File: config.mk
export PLATFORM = sky130hd
export DESIGN_NAME = xrv_pipe_ctrl_flat
export DESIGN_NICKNAME = d
export VERILOG_FILES = /design/src/rtl/xrv_pkg.sv /design/src/rtl/xrv_pipe_ctrl_if.sv /design/src/rtl/xrv_jmp_arb.sv /design/src/rtl/xrv_pipe_ctrl.sv /design/src/flat_wrapper.sv
export SDC_FILE = /design/constraint.sdc
export NUM_CORES = 1
export LEC_CHECK = 0
export CAP_MARGIN = 20
export CORE_ASPECT_RATIO = 0.9
export CORE_MARGIN = 2
export CORE_UTILIZATION = 27
export DETAILED_ROUTE_END_ITERATION = 8
export PLACE_DENSITY = 0.86
export SLEW_MARGIN = 20
export SYNTH_ARGS = -nofsm -noshare
export SYNTH_HDL_FRONTEND = slang
export SYNTH_SLANG_ARGS = --single-unit
export TNS_END_PERCENT = 10
File: constraint.sdc
create_clock -name clk -period 3.7 [get_ports clk]
set_input_delay 0.74 -clock clk [delete_from_list [all_inputs] [get_ports clk]]
set_output_delay 0.74 -clock clk [all_outputs]
set_load 0.01 [all_outputs]
File: src/rtl/xrv_pkg.sv
// xrv_pkg: shared state enum, counter widths and sizing helper for the pipeline controller.
package xrv_pkg;
  localparam int LS_W = 4;
  localparam int FC_W = 3;
  typedef enum logic {RUN, FLUSH} pstate_t;
  function automatic int src_w(input int n);
    return n > 1 ? $clog2(n) : 1;
  endfunction
endpackage

File: src/rtl/xrv_pipe_ctrl_if.sv
// xrv_pipe_ctrl_if: control bus between the core stages (master) and xrv_pipe_ctrl (slave).
interface xrv_pipe_ctrl_if #(
  parameter int XLEN = 32,
  parameter int NUM_JMP = 2,
  parameter int NUM_STALL = 1
);
  localparam int SW = xrv_pkg::src_w(NUM_JMP);
  logic [NUM_JMP-1:0] jmp_req;
  logic [NUM_JMP-1:0][XLEN-1:0] jmp_addr_in;
  logic ls_issue;
  logic ls_done;
  logic ls_fence;
  logic [NUM_STALL-1:0] stall_req;
  logic stalling;
  logic flush;
  logic jmp;
  logic [XLEN-1:0] jmp_addr;
  logic [SW-1:0] jmp_src;
  logic [xrv_pkg::LS_W-1:0] ls_cnt;
  logic ls_err;
  logic [31:0] perf_stall_cyc;
  logic [31:0] perf_flush_evt;
  modport master (
    output jmp_req, jmp_addr_in, ls_issue, ls_done, ls_fence, stall_req,
    input stalling, flush, jmp, jmp_addr, jmp_src, ls_cnt, ls_err, perf_stall_cyc, perf_flush_evt
  );
  modport slave (
    input jmp_req, jmp_addr_in, ls_issue, ls_done, ls_fence, stall_req,
    output stalling, flush, jmp, jmp_addr, jmp_src, ls_cnt, ls_err, perf_stall_cyc, perf_flush_evt
  );
endinterface

File: src/rtl/xrv_jmp_arb.sv
// xrv_jmp_arb: fixed-priority jump selector, lowest asserted index wins, purely combinational.
module xrv_jmp_arb #(
  parameter int NUM_JMP = 2,
  parameter int XLEN = 32,
  localparam int SW = xrv_pkg::src_w(NUM_JMP)
) (
  input  logic [NUM_JMP-1:0] req,
  input  logic [NUM_JMP-1:0][XLEN-1:0] addr_in,
  output logic jmp,
  output logic [XLEN-1:0] addr,
  output logic [SW-1:0] src
);
  assign jmp = |req;
  always_comb begin
    addr = '0;
    src = '0;
    for (int i = NUM_JMP - 1; i >= 0; i--)
      if (req[i]) begin
        addr = addr_in[i];
        src = SW'(i);
      end
  end
endmodule

File: src/rtl/xrv_pipe_ctrl.sv
// xrv_pipe_ctrl: pipeline stall/flush/redirect control with outstanding load/store tracking.
// Define XRV_PIPE_CTRL_PERF_EN to build the stall-cycle and flush-event counters.
module xrv_pipe_ctrl
  import xrv_pkg::*;
#(
  parameter int XLEN = 32,
  parameter int NUM_JMP = 2,
  parameter int NUM_STALL = 1,
  parameter int LS_MAX = 1,
  parameter int FLUSH_CYCLES = 1
) (
  input logic clk,
  input logic rstb,
  xrv_pipe_ctrl_if.slave bus
);
  localparam logic [LS_W-1:0] LSM = LS_W'(LS_MAX);
  localparam logic [LS_W:0] PMAX = (LS_W + 1)'(LS_MAX);
  localparam logic [FC_W-1:0] FCR = FC_W'(FLUSH_CYCLES - 1);
  localparam logic MULTI = FLUSH_CYCLES > 1;
  logic issue_ok, up, dn, full, empty;
  logic [NUM_STALL-1:0] stall_v;
  logic [LS_W:0] pend;
  logic [LS_W-1:0] cnt_q, cnt_d;
  logic err_q, err_d;
  pstate_t st_q, st_d;
  logic [FC_W-1:0] fc_q, fc_d;
  xrv_jmp_arb #(.NUM_JMP(NUM_JMP), .XLEN(XLEN)) u_arb (
    .req(bus.jmp_req),
    .addr_in(bus.jmp_addr_in),
    .jmp(bus.jmp),
    .addr(bus.jmp_addr),
    .src(bus.jmp_src)
  );
  // an issue in the redirect cycle belongs to a squashed instruction
  assign issue_ok = bus.ls_issue & ~bus.jmp;
  assign up = issue_ok & ~bus.ls_done;
  assign dn = bus.ls_done & ~issue_ok;
  assign full = cnt_q == LSM;
  assign empty = cnt_q == '0;
  assign pend = {1'b0, cnt_q} + {{LS_W{1'b0}}, issue_ok};
  assign stall_v = bus.stall_req;
  assign bus.stalling = (|stall_v) | ((pend >= PMAX) & ~bus.ls_done)
                      | (bus.ls_fence & (pend != '0) & ~((pend == (LS_W + 1)'(1)) & bus.ls_done));
  always_comb begin
    cnt_d = up ? (full ? cnt_q : cnt_q + 1'b1) : dn ? (empty ? cnt_q : cnt_q - 1'b1) : cnt_q;
    err_d = err_q | (up & full) | (dn & empty);
  end
  always_comb begin
    st_d = (bus.jmp & MULTI) ? FLUSH : (st_q == FLUSH && fc_q == FC_W'(1)) ? RUN : st_q;
    fc_d = (bus.jmp & MULTI) ? FCR : (st_q == FLUSH) ? fc_q - 1'b1 : fc_q;
  end
  always_ff @(posedge clk or negedge rstb)
    if (!rstb) begin
      st_q <= RUN;
      fc_q <= '0;
      cnt_q <= '0;
      err_q <= 1'b0;
    end else begin
      st_q <= st_d;
      fc_q <= fc_d;
      cnt_q <= cnt_d;
      err_q <= err_d;
    end
  assign bus.flush = bus.jmp | (st_q == FLUSH);
  assign bus.ls_cnt = cnt_q;
  assign bus.ls_err = err_q;
`ifdef XRV_PIPE_CTRL_PERF_EN
  logic [31:0] pst_q, pfl_q;
  always_ff @(posedge clk or negedge rstb)
    if (!rstb) begin
      pst_q <= '0;
      pfl_q <= '0;
    end else begin
      pst_q <= pst_q + {31'd0, bus.stalling};
      pfl_q <= pfl_q + {31'd0, bus.jmp};
    end
  assign bus.perf_stall_cyc = pst_q;
  assign bus.perf_flush_evt = pfl_q;
`else
  assign bus.perf_stall_cyc = '0;
  assign bus.perf_flush_evt = '0;
`endif
endmodule

File: src/flat_wrapper.sv
// flat-port wrapper written by rule: the top's interface ports become plain ports
module xrv_pipe_ctrl_flat import xrv_pkg::*;
#(
  parameter int XLEN = 32,
  parameter int NUM_JMP = 2,
  parameter int NUM_STALL = 1,
  parameter int LS_MAX = 1,
  parameter int FLUSH_CYCLES = 1
)
  (clk, rstb, bus_jmp_req, bus_jmp_addr_in, bus_ls_issue, bus_ls_done, bus_ls_fence, bus_stall_req, bus_stalling, bus_flush, bus_jmp, bus_jmp_addr, bus_jmp_src, bus_ls_cnt, bus_ls_err, bus_perf_stall_cyc, bus_perf_flush_evt);
  xrv_pipe_ctrl_if #(.XLEN(XLEN), .NUM_JMP(NUM_JMP), .NUM_STALL(NUM_STALL)) bus_i ();
  input logic clk;
  input logic rstb;
  input wire logic [$bits(bus_i.jmp_req)-1:0] bus_jmp_req;
  input wire logic [$bits(bus_i.jmp_addr_in)-1:0] bus_jmp_addr_in;
  input wire logic [$bits(bus_i.ls_issue)-1:0] bus_ls_issue;
  input wire logic [$bits(bus_i.ls_done)-1:0] bus_ls_done;
  input wire logic [$bits(bus_i.ls_fence)-1:0] bus_ls_fence;
  input wire logic [$bits(bus_i.stall_req)-1:0] bus_stall_req;
  output wire logic [$bits(bus_i.stalling)-1:0] bus_stalling;
  output wire logic [$bits(bus_i.flush)-1:0] bus_flush;
  output wire logic [$bits(bus_i.jmp)-1:0] bus_jmp;
  output wire logic [$bits(bus_i.jmp_addr)-1:0] bus_jmp_addr;
  output wire logic [$bits(bus_i.jmp_src)-1:0] bus_jmp_src;
  output wire logic [$bits(bus_i.ls_cnt)-1:0] bus_ls_cnt;
  output wire logic [$bits(bus_i.ls_err)-1:0] bus_ls_err;
  output wire logic [$bits(bus_i.perf_stall_cyc)-1:0] bus_perf_stall_cyc;
  output wire logic [$bits(bus_i.perf_flush_evt)-1:0] bus_perf_flush_evt;
  assign bus_i.jmp_req = bus_jmp_req;
  assign bus_i.jmp_addr_in = bus_jmp_addr_in;
  assign bus_i.ls_issue = bus_ls_issue;
  assign bus_i.ls_done = bus_ls_done;
  assign bus_i.ls_fence = bus_ls_fence;
  assign bus_i.stall_req = bus_stall_req;
  assign bus_stalling = bus_i.stalling;
  assign bus_flush = bus_i.flush;
  assign bus_jmp = bus_i.jmp;
  assign bus_jmp_addr = bus_i.jmp_addr;
  assign bus_jmp_src = bus_i.jmp_src;
  assign bus_ls_cnt = bus_i.ls_cnt;
  assign bus_ls_err = bus_i.ls_err;
  assign bus_perf_stall_cyc = bus_i.perf_stall_cyc;
  assign bus_perf_flush_evt = bus_i.perf_flush_evt;
  xrv_pipe_ctrl #(.XLEN(XLEN), .NUM_JMP(NUM_JMP), .NUM_STALL(NUM_STALL), .LS_MAX(LS_MAX), .FLUSH_CYCLES(FLUSH_CYCLES)) u_core (.clk(clk), .rstb(rstb), .bus(bus_i));
endmodule
# ---- After elaboration in Yosys (flattened, before gate mapping)
# Cells that the tools add are included.
dict set report totals {
  reg_bits 5
  inputBits 72
  out_inout_bits 105
}
dict set report op_classes {
  n_addsub 3
  n_lt_le_gt_ge 1
  eq_ne 4
  muxes 8
  bitwise 17
  n_reduce_logical 5
}
# operator n
set op_table {}
lappend op_table {{32-bit two-way mux} 2}
lappend op_table {{4-bit two-way mux} 4}
lappend op_table {{1-bit bitwise AND} 9}
lappend op_table {{4-bit by 1-bit adder with 5-bit output} 1}
lappend op_table {{5-bit by 1-bit == test with 1-bit output (second input constant)} 1}
lappend op_table {{5-bit by 1-bit >= comparator with 1-bit output (second input constant)} 1}
lappend op_table {{5-bit nonzero test} 1}
lappend op_table {{4-bit by 1-bit adder with 4-bit output (second input constant)} 1}
lappend op_table {{4-bit by 1-bit == test with 1-bit output (second input constant)} 1}
lappend op_table {{4-bit logical NOT} 1}
lappend op_table {{1-bit inverter} 4}
lappend op_table {{1-bit bitwise OR} 4}
lappend op_table {{4-bit by 1-bit subtractor with 4-bit output (second input constant)} 1}
lappend op_table {{3-bit AND reduction} 1}
lappend op_table {{1-bit two-way mux} 2}
lappend op_table {{2-bit by 1-bit inequality test with 1-bit output (second input constant)} 1}
lappend op_table {{2-bit inequality test (second input constant)} 1}
lappend op_table {{2-bit nonzero test} 1}
lappend op_table {{2-bit OR reduction} 1}

# ---- Longest topological paths before layout
dict set report logic_depth {
  depth_word 9
  depth_mapped 9
  mapped_depth_nobuf 7
}

# ---- Hierarchy
# A second synthesis with hierarchy kept.
dict set report hier_totals {
  cells_unflattened 152
  area_unflattened_um2 1286.2
}
# module instances cells_per_inst area_per_inst_um2 seq_area_each_um2
set modules_own_cells {}
lappend modules_own_cells {xrv_pipe_ctrl 1 107 917.1 125.1}
lappend modules_own_cells {xrv_jmp_arb 1 45 369.1 0.0}

# ---- Worst setup path before layout
# No wires, ideal clock.
dict set report synth_timing {
  kind {input port to output port}
  from {input port bus_jmp_req[0]}
  to {output port bus_stalling}
  arrival_time_ns 2.000
  required_ns 2.960
  path_slack_ns 0.960
  stages 9
  n_path_buf 2
  cell_sequence {buf_6 -> or3b_1 -> buf_6 -> inv_1 -> ha_1 -> nand2_1 -> nor2_1 -> o221ai_1 -> a21o_1}
}
dict set report synth_between {
  elab_chain_cells 9
  elab_cells_between_ends 14
}
# item line
set synth_lines {}
lappend synth_lines {{start: declaration} flat_wrapper.sv:14} ;# input wire logic [$bits(bus_i.jmp_req)-1:0] bus_jmp_req;
lappend synth_lines {{2-bit OR reduction (*)} xrv_jmp_arb.sv:13} ;# assign jmp = |req;
lappend synth_lines {{1-bit inverter (*)} xrv_pipe_ctrl.sv:35} ;# assign issue_ok = bus.ls_issue & ~bus.jmp;
lappend synth_lines {{1-bit bitwise AND (*)} xrv_pipe_ctrl.sv:35}
lappend synth_lines {{4-bit by 1-bit adder with 5-bit output (*)} xrv_pipe_ctrl.sv:40} ;# assign pend = {1'b0, cnt_q} + {{LS_W{1'b0}}, issue_ok};
lappend synth_lines {{branches (longest 4 deep; another with 5-bit by 1-bit >= comparator with 1-bit output)} -}
lappend synth_lines {{1-bit bitwise OR (*)} xrv_pipe_ctrl.sv:43} ;# | (bus.ls_fence & (pend != '0) & ~((pend == (LS_W + 1)'(1)) & bus.ls_done));
lappend synth_lines {{end: declaration} flat_wrapper.sv:20} ;# output wire logic [$bits(bus_i.stalling)-1:0] bus_stalling;
# Every way passes the cells marked *.

# ---- Worst setup path in the final report
dict set report layout_timing {
  from {input port bus_jmp_req[1]}
  to {output port bus_stalling}
}
# Same word-level chain as after synthesis.

==> results.cfg <==
[floorplan]
die_y_um = 69
pin_count = 177
initial_utilization_pct = 28.2
die_area_um2 = 5260
row_count = 23
core-area_um2 = 4490
die_w_um = 76.2

[clocking]
clockBufferDepth = 2
cts_max_level = 1
clkTransAtPathRegs_ns = 0.04
cts.sink_count = 5
post_cts_buffers = 0
numCtsBuffers = 3
holdBufCountCts = 0
cts_root_buf = clkbuf_8
clkLatencyLatePin_ns = 0.22
cts_tree = done
cts_resized = 0

[critical_path]
crit_top_cell = clkdlybuf4s50_1
cpMaxStageDelayCell = clkdlybuf4s50_1
cp.buffers_inverters = 3
crit_family = buffers and inverters
r2r_cells = 5
critPathLaunchType = input pin
reg2reg_to = u_core.bus.ls_cnt[2]
r2r_start = u_core.bus.ls_cnt[1]
crit_fanout = 2
rrSetupSlack_ns = 2.04
critical_path.max_stage_delay_ns = 0.47
cp_data_arrival_time_ns = 2.76
required_ns = 2.96
worstSetupEndpointType = primary output
crit_chain = clkdlybuf4s50_1, or3b_1, inv_1, ha_1, nand2_1, nor2_1, o221ai_1, a21o_1, clkdlybuf4s50_1
crit_type = in -> out

[finish]
fillCellCount = 440
mostFrequentLayoutCells = clkdlybuf4s50_1, conb_1, a22o_1
antenna_cells = 0
mostFrequentLayoutCell = clkdlybuf4s50_1
num-nets-final = 348
syn2layout_area_growth_pct = 78.8
layout-drive-gt1-share_pct = 5.20

[worst_hold_path]
holdPathStages = 1
min_to = u_core.bus.ls_err
hp-class = reg -> reg
hold_start = u_core.bus.ls_err

[outcome]
status = finished, final reports clean

[power]
peakVddDrop_mv = 0.173
clkPwrFrac_pct = 15.2
p_per_area_nw_per_um2 = 301
seqPwrFrac_pct = 19.8
netSwitchingFraction_pct = 40.7
p_int_w = 0.000405
cellLeakagePower_nw = 1.02
p_comb_share_pct = 65.0
p_switching_w = 0.000278

[drt]
wl_um = 4180
first_pass_iters = 4
viasPerCell = 4.15
drt_iter0_markers = 59
route.detailed.drc = 0
dr_total_vias = 1373
drtAntennaViolNets = 0
post_drt_wl_per_cell_um = 12.6

[synthesis]
ys_ff_latch = 5
synth_edf_count = 0
syn_inst = 159
avgSynthCellArea_um2 = 7.97
ys_warn_count = 0
synth_cell_types = 31
synth_flop_cell = dfrtp_1
async_flop_share_pct = 100
ys_seq_area_share_pct = 9.87
synth_area_um2 = 1270

[timing]
setup_viol = 0
setup_tns_ns = 0
fin_crit_sh_pct = 94.6
skew_ns = 0.00202
min_period_ns = 3.50
hold_violations = 0
slew_viol_final = 0
rsz0062_at_grt = no
max_freq_ghz = 0.286
setup_ws_ns = 0.199

[global_route]
overflow = 0
grt_pass1_vias = 1336
grt_first_pass_wirelength_um = 6370
grt_use_total_pct = 14.4
grt_max_degree = 37
grt_antenna_before_repair = 0

[placement]
port_buffers = 112
dpl.hpwl_um = 3450
place.gp.congestion = 0.777
pre_cts_slack_ns = 0.182

[flow_run]
cap_violations = 0
## sequential cells by signal, summed over array words and instances (netlist names)
register and flops:
u_core.bus.ls_err 1, u_core.bus.ls_cnt 4
## worst max-delay path by stage
stage                               from           end  cells past startpoint
final                     bus_jmp_req[1]  bus_stalling                      9
after global routing        bus_ls_issue  bus_stalling                      9
after CTS                 bus_jmp_req[1]  bus_stalling                      9
after detailed placement  bus_jmp_req[1]  bus_stalling                      9
after global placement      bus_ls_issue  bus_stalling                      9
after floorplan           bus_jmp_req[0]  bus_stalling                      9
## routing by layer
metal | global-route usage, % | share of wire, % | up-vias
li1 | - | - | 647
met1 | 15.9 | 35 | 643
met2 | 27.1 | 55 | 81
met3 | 3.66 | 9.1 | 2
met4 | 4.04 | 0.60 | 0
met5 | 0 | 0 | -
## synth_stat cells (2+ instances only)
master    count  area (um^2)
buf_4        65          488
a22o_1       31          272
nand2_1       8         30.0
clkbuf_1      6         22.5
ha_1          6         75.1
dfrtp_1       5          125
nand3_1       5         25.0
inv_1         4         15.0
nor2_1        4         15.0
a21o_1        2         15.0
buf_6         2         22.5
nor3_1        2         10.0
## power by group through the flow
stage	clock, W	combinational (W)	sequential [W]
5_1_grt	0.000109	0.000484	0.000137
2_1_floorplan	0	0.000257	0.000131
3_5_place_dp	0	0.000443	0.000131
4_1_cts	0.000106	0.000446	0.000131
6_report	0.000104	0.000444	0.000135
3_3_place_gp	0	0.000433	0.000128
## cell families (layout without fill, tap and decap cells)
group	Yosys count	after routing	share of synthesized area, %
AOI/OAI and AO/OA	41	41	28.6
other	1	64	0.296
DFF	5	5	9.87
and+or+nand+nor	24	24	9.18
adders and majority gates	6	6	5.92
muxes	1	1	0.790
xor gates and xnor gates	2	2	1.38
buffers and inverters	79	126	43.9
## worst register-to-register path, delay by kind of cell, from the launching register on
| kind | cells | cell delay [ns] |
|---|---|---|
| buf+inv | 1 | 0.14 |
| fa+ha+maj | 1 | 0.24 |
| flops | 1 | 0.49 |
| compound gates | 3 | 0.68 |
## through the flow
| stage | hold WS [ns] | instances | util, % | total power, W | instance area (um^2) |
|---|---|---|---|---|---|
| after detailed placement | 0.480 | 327 | 49.5 | 0.000574 | 2220 |
| after floorplan | 0.444 | 222 | - | 0.000388 | 1500 |
| after global placement | 0.448 | 327 | 49.5 | 0.000562 | 2220 |
| final | 0.499 | 331 | 50.5 | 0.000683 | 2270 |
| after global routing | 0.518 | 331 | 50.5 | 0.000730 | 2270 |
| after CTS | 0.488 | 331 | 50.5 | 0.000682 | 2270 |
## layout make-up
cell class | count | area, um^2 | area share (%)
sequential | 5 | 125 | 5.52
multi-input combinational | 138 | 825 | 36.4
clock buffer | 4 | 45.0 | 1.99
tap | 62 | 77.6 | 3.42
timing repair buffer | 118 | 1180 | 52.0
inverter | 4 | 15.0 | 0.663
No activity file was read; power rests on OpenSTA's default activity.
